==> src/rtl/conv_channel_sequencer.sv <==
// conv_channel_sequencer
//   Walks one convolution layer over every (output channel, input channel) pair and
//   issues load / conv / adder-tree / pool commands to the layer datapath, waiting on
//   the engines' done handshakes. A watchdog traps a hung engine in ERR until abort.
// Ports
//   clk, rst_n           clock, synchronous active-low reset
//   start, pool_en       layer kick-off (IDLE only); pool_en captured with start
//   abort                return to IDLE from any state
//   conv_done, pool_done engine handshakes, honoured only in WAIT_C / WAIT_P
//   c_load, conv, tree,  one-cycle command pulses
//   pool, cout_done, done
//   ic_idx, oc_idx       current input / output channel
//   busy, err            not-IDLE flag, watchdog trap flag
// All outputs come straight from flops (Moore); each pulse is high for the one cycle
// its state is current.
module conv_channel_sequencer #(
  parameter int IC   = 4,
  parameter int OC   = 8,
  parameter int WDOG = 1024,
  localparam int ICW = (IC > 1) ? $clog2(IC) : 1,
  localparam int OCW = (OC > 1) ? $clog2(OC) : 1
) (
  input  logic           clk,
  input  logic           rst_n,
  input  logic           start,
  input  logic           pool_en,
  input  logic           abort,
  input  logic           conv_done,
  input  logic           pool_done,
  output logic           c_load,
  output logic           conv,
  output logic           tree,
  output logic           pool,
  output logic           cout_done,
  output logic [ICW-1:0] ic_idx,
  output logic [OCW-1:0] oc_idx,
  output logic           busy,
  output logic           done,
  output logic           err
);

  localparam int WDW = (WDOG > 1) ? $clog2(WDOG) : 1;
  localparam logic [ICW-1:0] IC_LAST = ICW'(IC - 1);
  localparam logic [OCW-1:0] OC_LAST = OCW'(OC - 1);
  localparam logic [WDW-1:0] WD_LAST = WDW'((WDOG > 0) ? WDOG - 1 : 0);
  localparam bit             WD_EN   = (WDOG != 0);

  typedef enum logic [3:0] {
    S_IDLE, S_LOAD, S_CONV, S_WAIT_C, S_TREE,
    S_POOL, S_WAIT_P, S_NEXT, S_DONE, S_ERR
  } state_t;

  state_t           state_q, state_d;
  logic [ICW-1:0]   ic_q, ic_d;
  logic [OCW-1:0]   oc_q, oc_d;
  logic [WDW-1:0]   wdog_q, wdog_d;
  logic             pool_en_q, pool_en_d;
  logic             c_load_q, conv_q, tree_q, pool_q, cout_q, done_q, busy_q, err_q;
  logic             c_load_d, conv_d, tree_d, pool_d, cout_d, done_d, busy_d, err_d;
  logic             wd_hit;

  // Timeout fires on the last permitted cycle only if the handshake is still low;
  // a done arriving on that same cycle takes priority in the wait states below.
  assign wd_hit = WD_EN && (wdog_q == WD_LAST);

  always_comb begin
    state_d   = state_q;
    ic_d      = ic_q;
    oc_d      = oc_q;
    wdog_d    = wdog_q;
    pool_en_d = pool_en_q;
    if (abort) begin
      state_d = S_IDLE;
      ic_d    = '0;
      oc_d    = '0;
      wdog_d  = '0;
    end else begin
      case (state_q)
        S_IDLE: if (start) begin
          state_d   = S_LOAD;
          pool_en_d = pool_en;
          ic_d      = '0;
          oc_d      = '0;
        end
        S_LOAD: state_d = S_CONV;
        S_CONV: begin
          state_d = S_WAIT_C;
          wdog_d  = '0;
        end
        S_WAIT_C: begin
          if (conv_done) begin
            if (ic_q == IC_LAST) state_d = S_TREE;
            else begin
              ic_d    = ic_q + ICW'(1);
              state_d = S_CONV;
            end
          end else if (wd_hit) state_d = S_ERR;
          else wdog_d = wdog_q + WDW'(1);
        end
        S_TREE: state_d = pool_en_q ? S_POOL : S_NEXT;
        S_POOL: begin
          state_d = S_WAIT_P;
          wdog_d  = '0;
        end
        S_WAIT_P: begin
          if (pool_done) state_d = S_NEXT;
          else if (wd_hit) state_d = S_ERR;
          else wdog_d = wdog_q + WDW'(1);
        end
        S_NEXT: begin
          ic_d = '0;
          if (oc_q == OC_LAST) state_d = S_DONE;
          else begin
            oc_d    = oc_q + OCW'(1);
            state_d = S_LOAD;
          end
        end
        S_DONE: begin
          state_d = S_IDLE;
          ic_d    = '0;
          oc_d    = '0;
        end
        S_ERR:   state_d = S_ERR;
        default: state_d = S_IDLE;
      endcase
    end
  end

  // Outputs are decoded from the next state and registered alongside it.
  always_comb begin
    c_load_d = (state_d == S_LOAD);
    conv_d   = (state_d == S_CONV);
    tree_d   = (state_d == S_TREE);
    pool_d   = (state_d == S_POOL);
    cout_d   = (state_d == S_NEXT);
    done_d   = (state_d == S_DONE);
    busy_d   = (state_d != S_IDLE);
    err_d    = (state_d == S_ERR);
  end

  always_ff @(posedge clk) begin
    if (!rst_n) begin
      state_q   <= S_IDLE;
      ic_q      <= '0;
      oc_q      <= '0;
      wdog_q    <= '0;
      pool_en_q <= 1'b0;
      c_load_q  <= 1'b0;
      conv_q    <= 1'b0;
      tree_q    <= 1'b0;
      pool_q    <= 1'b0;
      cout_q    <= 1'b0;
      done_q    <= 1'b0;
      busy_q    <= 1'b0;
      err_q     <= 1'b0;
    end else begin
      state_q   <= state_d;
      ic_q      <= ic_d;
      oc_q      <= oc_d;
      wdog_q    <= wdog_d;
      pool_en_q <= pool_en_d;
      c_load_q  <= c_load_d;
      conv_q    <= conv_d;
      tree_q    <= tree_d;
      pool_q    <= pool_d;
      cout_q    <= cout_d;
      done_q    <= done_d;
      busy_q    <= busy_d;
      err_q     <= err_d;
    end
  end

  assign c_load    = c_load_q;
  assign conv      = conv_q;
  assign tree      = tree_q;
  assign pool      = pool_q;
  assign cout_done = cout_q;
  assign done      = done_q;
  assign busy      = busy_q;
  assign err       = err_q;
  assign ic_idx    = ic_q;
  assign oc_idx    = oc_q;

endmodule

==> config.mk <==
export PLATFORM = sky130hd
export DESIGN_NAME = conv_channel_sequencer
export DESIGN_NICKNAME = d
export VERILOG_FILES = /design/src/rtl/conv_channel_sequencer.sv
export SDC_FILE = /design/constraint.sdc
export NUM_CORES = 1
export LEC_CHECK = 0
export CORE_MARGIN = 3
export CORE_UTILIZATION = 42
export CTS_BUF_LIST = sky130_fd_sc_hd__clkbuf_4
export DETAILED_ROUTE_END_ITERATION = 12
export GPL_TIMING_DRIVEN = 0
export SYNTH_ARGS = -nofsm -noshare
export SYNTH_HDL_FRONTEND = slang
export SYNTH_SLANG_ARGS = --single-unit
==> constraint.sdc <==
create_clock -name clk -period 2.8 [get_ports clk]
set_input_delay 0.56 -clock clk [delete_from_list [all_inputs] [get_ports clk]]
set_output_delay 0.56 -clock clk [all_outputs]
set_load 0.02 [all_outputs]
### Word-level counts from Yosys, hierarchy flattened

Cells that the tools add are included.

* bitwise gates (word level): 2
* equality and inequality tests: 25
* reductions and logical operators: 12
* add/subtract/negate cells: 3
* multiplexer cells: 20

Operator list (count)
* 4-bit one-hot mux with 9 select lines: 1
* 10-bit 2-to-1 mux: 3
* 10-bit one-hot mux with 3 select lines: 1
* 4-bit by 3-bit == test with 1-bit output (second input constant): 7
* 4-bit 2-to-1 mux: 6
* 4-bit == test (second input constant): 4
* 4-bit by 2-bit == test with 1-bit output (second input constant): 3
* 2-bit != test (second input constant): 6
* 10-bit by 1-bit adder with 10-bit output (second input constant): 1
* 10-bit == test (second input constant): 1
* 3-bit 2-to-1 mux: 3
* 3-bit one-hot mux with 3 select lines: 1
* 3-bit AND reduction: 3
* 3-bit nonzero test: 3
* 4-bit by 1-bit == test with 1-bit output (second input constant): 2
* 2-bit 2-to-1 mux: 4
* 2-bit one-hot mux with 3 select lines: 1
* 2-bit OR reduction: 3
* 4-bit logical NOT: 1
* 4-bit AND reduction: 1
* 4-bit nonzero test: 1
* 3-bit by 1-bit adder with 3-bit output (second input constant): 1
* 3-bit == test (second input constant): 1
* 2-bit by 1-bit adder with 2-bit output (second input constant): 1
* other kinds (2): 3

* register bits after elaboration: 28
* output and inout bits: 13

### Logic depth before layout (Yosys ltp)

* depth after elaboration: 6
* depth in mapped cells: 8
* depth with buffers taken out: 7

### Worst setup path before layout

No wires, ideal clock.

* path type: flip-flop to flip-flop
* start: reg wdog_q[0]
* end: reg wdog_q[5]
* data arrival time: 2.151 ns
* cell stages (with the launch flop): 9
* data required time: 2.730 ns
* path slack: 0.578 ns
* path through: dfxtp_1 -> ha_1 -> and3_1 -> and4_4 -> buf_6 -> or3_4 -> buf_6 -> or4_1 -> a21oi_1

* word-level cells in the longest chain between the ends: 4
* elaborated cells on any way between the ends: 6

Ends and longest elaborated chain
* start, declared: RTL line 56 `logic [WDW-1:0] wdog_q, wdog_d;`
* start signal, assigned: RTL line 160 `wdog_q <= wdog_d;`
* 10-bit by 1-bit adder with 10-bit output or 10-bit == test (tied branches): RTL line 98, 108, 64
* 10-bit 2-to-1 mux (*): RTL line 97, 107
* 10-bit 2-to-1 mux, on equally long branches: RTL line 106, 91
* 10-bit one-hot mux with 3 select lines (*): RTL line 78 `case (state_q)`

Mark *: on every way between the ends. The rest lies on a longest branch, timed or not. The select of a mux whose other input is x is not followed.
A chain may end at the register's enable or synchronous reset.

### Worst setup path in the final report

* start: in conv_done
* end: reg wdog_q[5]

* word-level cells in the longest chain between the ends: 2

Ends and longest elaborated chain
* start, declared: RTL line 28 `input logic conv_done,`
* 2-bit != test (no source line)
* 3-bit AND reduction (no source line)

Every way passes these cells.

==> metrics.txt <==
CP Capture Type=flip-flop; met3 Resource Use GR=3.912%; Nets=214; Max VDD drop=0.0002784 V; vias per cell=5.556; Setup-failing EPs final=0; initial antenna violation count=0; Setup Buffers After CTS=0; CTS tree=yes; PwrDens=400.0 mW/mm²; DP Wirelength=2544 µm; Peak Freq=409.7 MHz; GRT overflow=0; clock sinks=28; number of global-route vias before repair=1,307; largest net degree at the start of global routing=17; Lkg Pwr=0.0006358 µW; hold wc startpoint=oc_idx[2]; gp weighted congestion=0.8362; commonest non-fill, non-tap cells in the layout=28 x dfxtp_1, 19 x nor2_1, 19 x clkdlybuf4s50_1, 12 x nand2_1; Pins Over Slew Limit=0; Core ar.=0.003416 mm²; TritonRoute pass-1 iters=4; DIE AREA=0.004368 mm²; post-DR wirelength/cell=13.36 µm; RSZ-0062 raised after global routing=false; Vias=1,378; Tmin final=2.441 ns; H-Tree Depth=1; Num CTS Buffers=3; Clock Skew=0.02288 ns; met2 GRT Util=28.87%; GRT Util Overall=17.13%; # IOs=20; clk slew on worst S/H paths=0.14 ns; ys flop type=dfxtp_1; RR Startpoint=wdog_q[0]; # fillers=329; FFs w/ async S/R, synth=0%; Max FO, Critical Path=8; Synth Register Bits=28; Synthesis Warnings=0; row count=21; Worst Hold Depth=2; Worst setup SP type=input pin; Critical R2R Capture=wdog_q[5]; library cells used by synthesis=47; clk buf depth=2; period utilisation layout=87.18%; Slew headroom=48.03%; clk_lat worst skew=0.33 ns; post-CTS sizing=0; DRT antenna net count=0; register area share after synthesis=36.96%; slew of the pin with the lowest slew margin=0.7691 ns; commonest non-fill, non-tap cell in the layout=dfxtp_1; final WL=3314 µm; reg2reg setup slack=0.42 ns; max_cap viols=0; Cell Area, Synth=0.001516 mm²; setup_tns=0 ns; Clock Tree Root=clkbuf_4; Worst Hold Path EP=oc_idx[2]; met1 Usage GRT=21.92%; syn_area_per_cell=8.472 µm²; IO Port Bufs=19; Chip Width=66.09 µm; crit path kind=in2reg; Mapped Nets=190; endpoints failing hold=0; Critical Path AT=2.70 ns; number of flops mapped to enable cells by yosys=0; final hold slack=0.4813 ns; share of post-route cells with drive strength above 1=7.426%; grt peak-use layer=met2; first-pass GRT wire length=5934 µm; FF-to-FF path depth=8; DRC viols=0; ant diodes=0; die height=66.09 µm; drt first-iter violations=100; run status=finished clean; CP Data Required Time=3.06 ns; Starting Density=44.40%; Hold Path Class=reg2reg; # hold bufs at CTS=0; Post-Syn Instances=179; synth-to-layout area growth=19.80%
[routing by layer]
metal  wire, µm  up-vias
met5          0        -
li1           -      694
met3        218        6
met1       1526      634
met4         43        0
met2       1526       44
[synth_stat cells, drive strengths merged (3+ instances only)]
| cell | n | area [µm²] |
|---|---|---|
| a21boi | 3 | 22.52 |
| a21oi | 7 | 35.03 |
| and3 | 3 | 18.77 |
| buf | 4 | 38.78 |
| clkbuf | 7 | 26.28 |
| dfxtp | 28 | 560.5 |
| ha | 4 | 50.05 |
| inv | 6 | 22.52 |
| mux2i | 3 | 30.03 |
| nand2 | 12 | 45.04 |
| nand2b | 4 | 25.02 |
| nand3 | 6 | 30.03 |
| nand3b | 4 | 30.03 |
| nand4 | 4 | 25.02 |
| nor2 | 19 | 71.32 |
| nor2b | 7 | 43.79 |
| nor3 | 4 | 20.02 |
| nor3b | 6 | 45.04 |
| nor4 | 5 | 31.28 |
| o21ai | 7 | 35.03 |
| or3 | 4 | 30.03 |
| xnor2 | 5 | 43.79 |
[worst max-delay path: stages]
cell and delay [ns]:
clkdlybuf4s50_1 0.51, nor3b_1 0.26, o21ai_1 0.21, or3_4 0.41, buf_6 0.14, or4_1 0.46
a21oi_1 0.14
[cell type report]
class                   count  area [µm²]  share of cell area (%)
flip-flops and latches     28       560.5                   30.85
plain buffers              11       65.06                   3.581
inverters                   6       22.52                   1.240
multi-input cells         134       868.3                   47.80
clock inverters             1       30.03                   1.653
repair buffers             19       190.2                   10.47
clock buffers               3       22.52                   1.240
well taps                  46       57.56                   3.168
[cell families after synthesis]
logic type,count (synthesis),share of synthesized area [%]
and+or+nand+nor,92,35.56
AOI/OAI and AO/OA,28,12.21
DFF,28,36.96
buffers and inverters,17,5.775
xor gates and xnor gates,6,3.465
muxes,4,2.723
adders and majority gates,4,3.300
[where the power goes]
group / internal, µW / switching, µW / leakage, µW
sequential: 402 / 1.52 / 0.000226
combinational: 25.6 / 31.5 / 0.000382
clock: 145 / 121 / 0.0000279
total: 573 / 154 / 0.000636
[flip-flops by register name, indices dropped and copies added, names as in the netlist, 2 cells and up]
register	cells
state_q	4
wdog_q	10
ic_idx	2
oc_idx	3
[how the worst max path moves through the flow]
| stage | startpoint | to | cells past startpoint |
|---|---|---|---|
| floorplan | wdog_q[0] | wdog_q[5] | 8 |
| global placement | conv_done | wdog_q[5] | 7 |
| detailed placement | conv_done | wdog_q[5] | 7 |
| CTS | conv_done | wdog_q[5] | 7 |
| global route | conv_done | wdog_q[5] | 7 |
| finish | conv_done | wdog_q[5] | 7 |
[stage by stage]
stage	utilization [%]	power (µW)	worst slack [ns]	instance area, µm²	instances
floorplan	-	445.8	0.5781	1516	179
global route	53.19	760.6	0.2250	1817	248
finish	53.19	726.7	0.3590	1817	248
global placement	51.65	468.6	0.03066	1764	244
CTS	53.19	736.9	0.3516	1817	248
detailed placement	51.65	469.2	-0.002705	1764	244
Power figures use the tool's default switching activity.
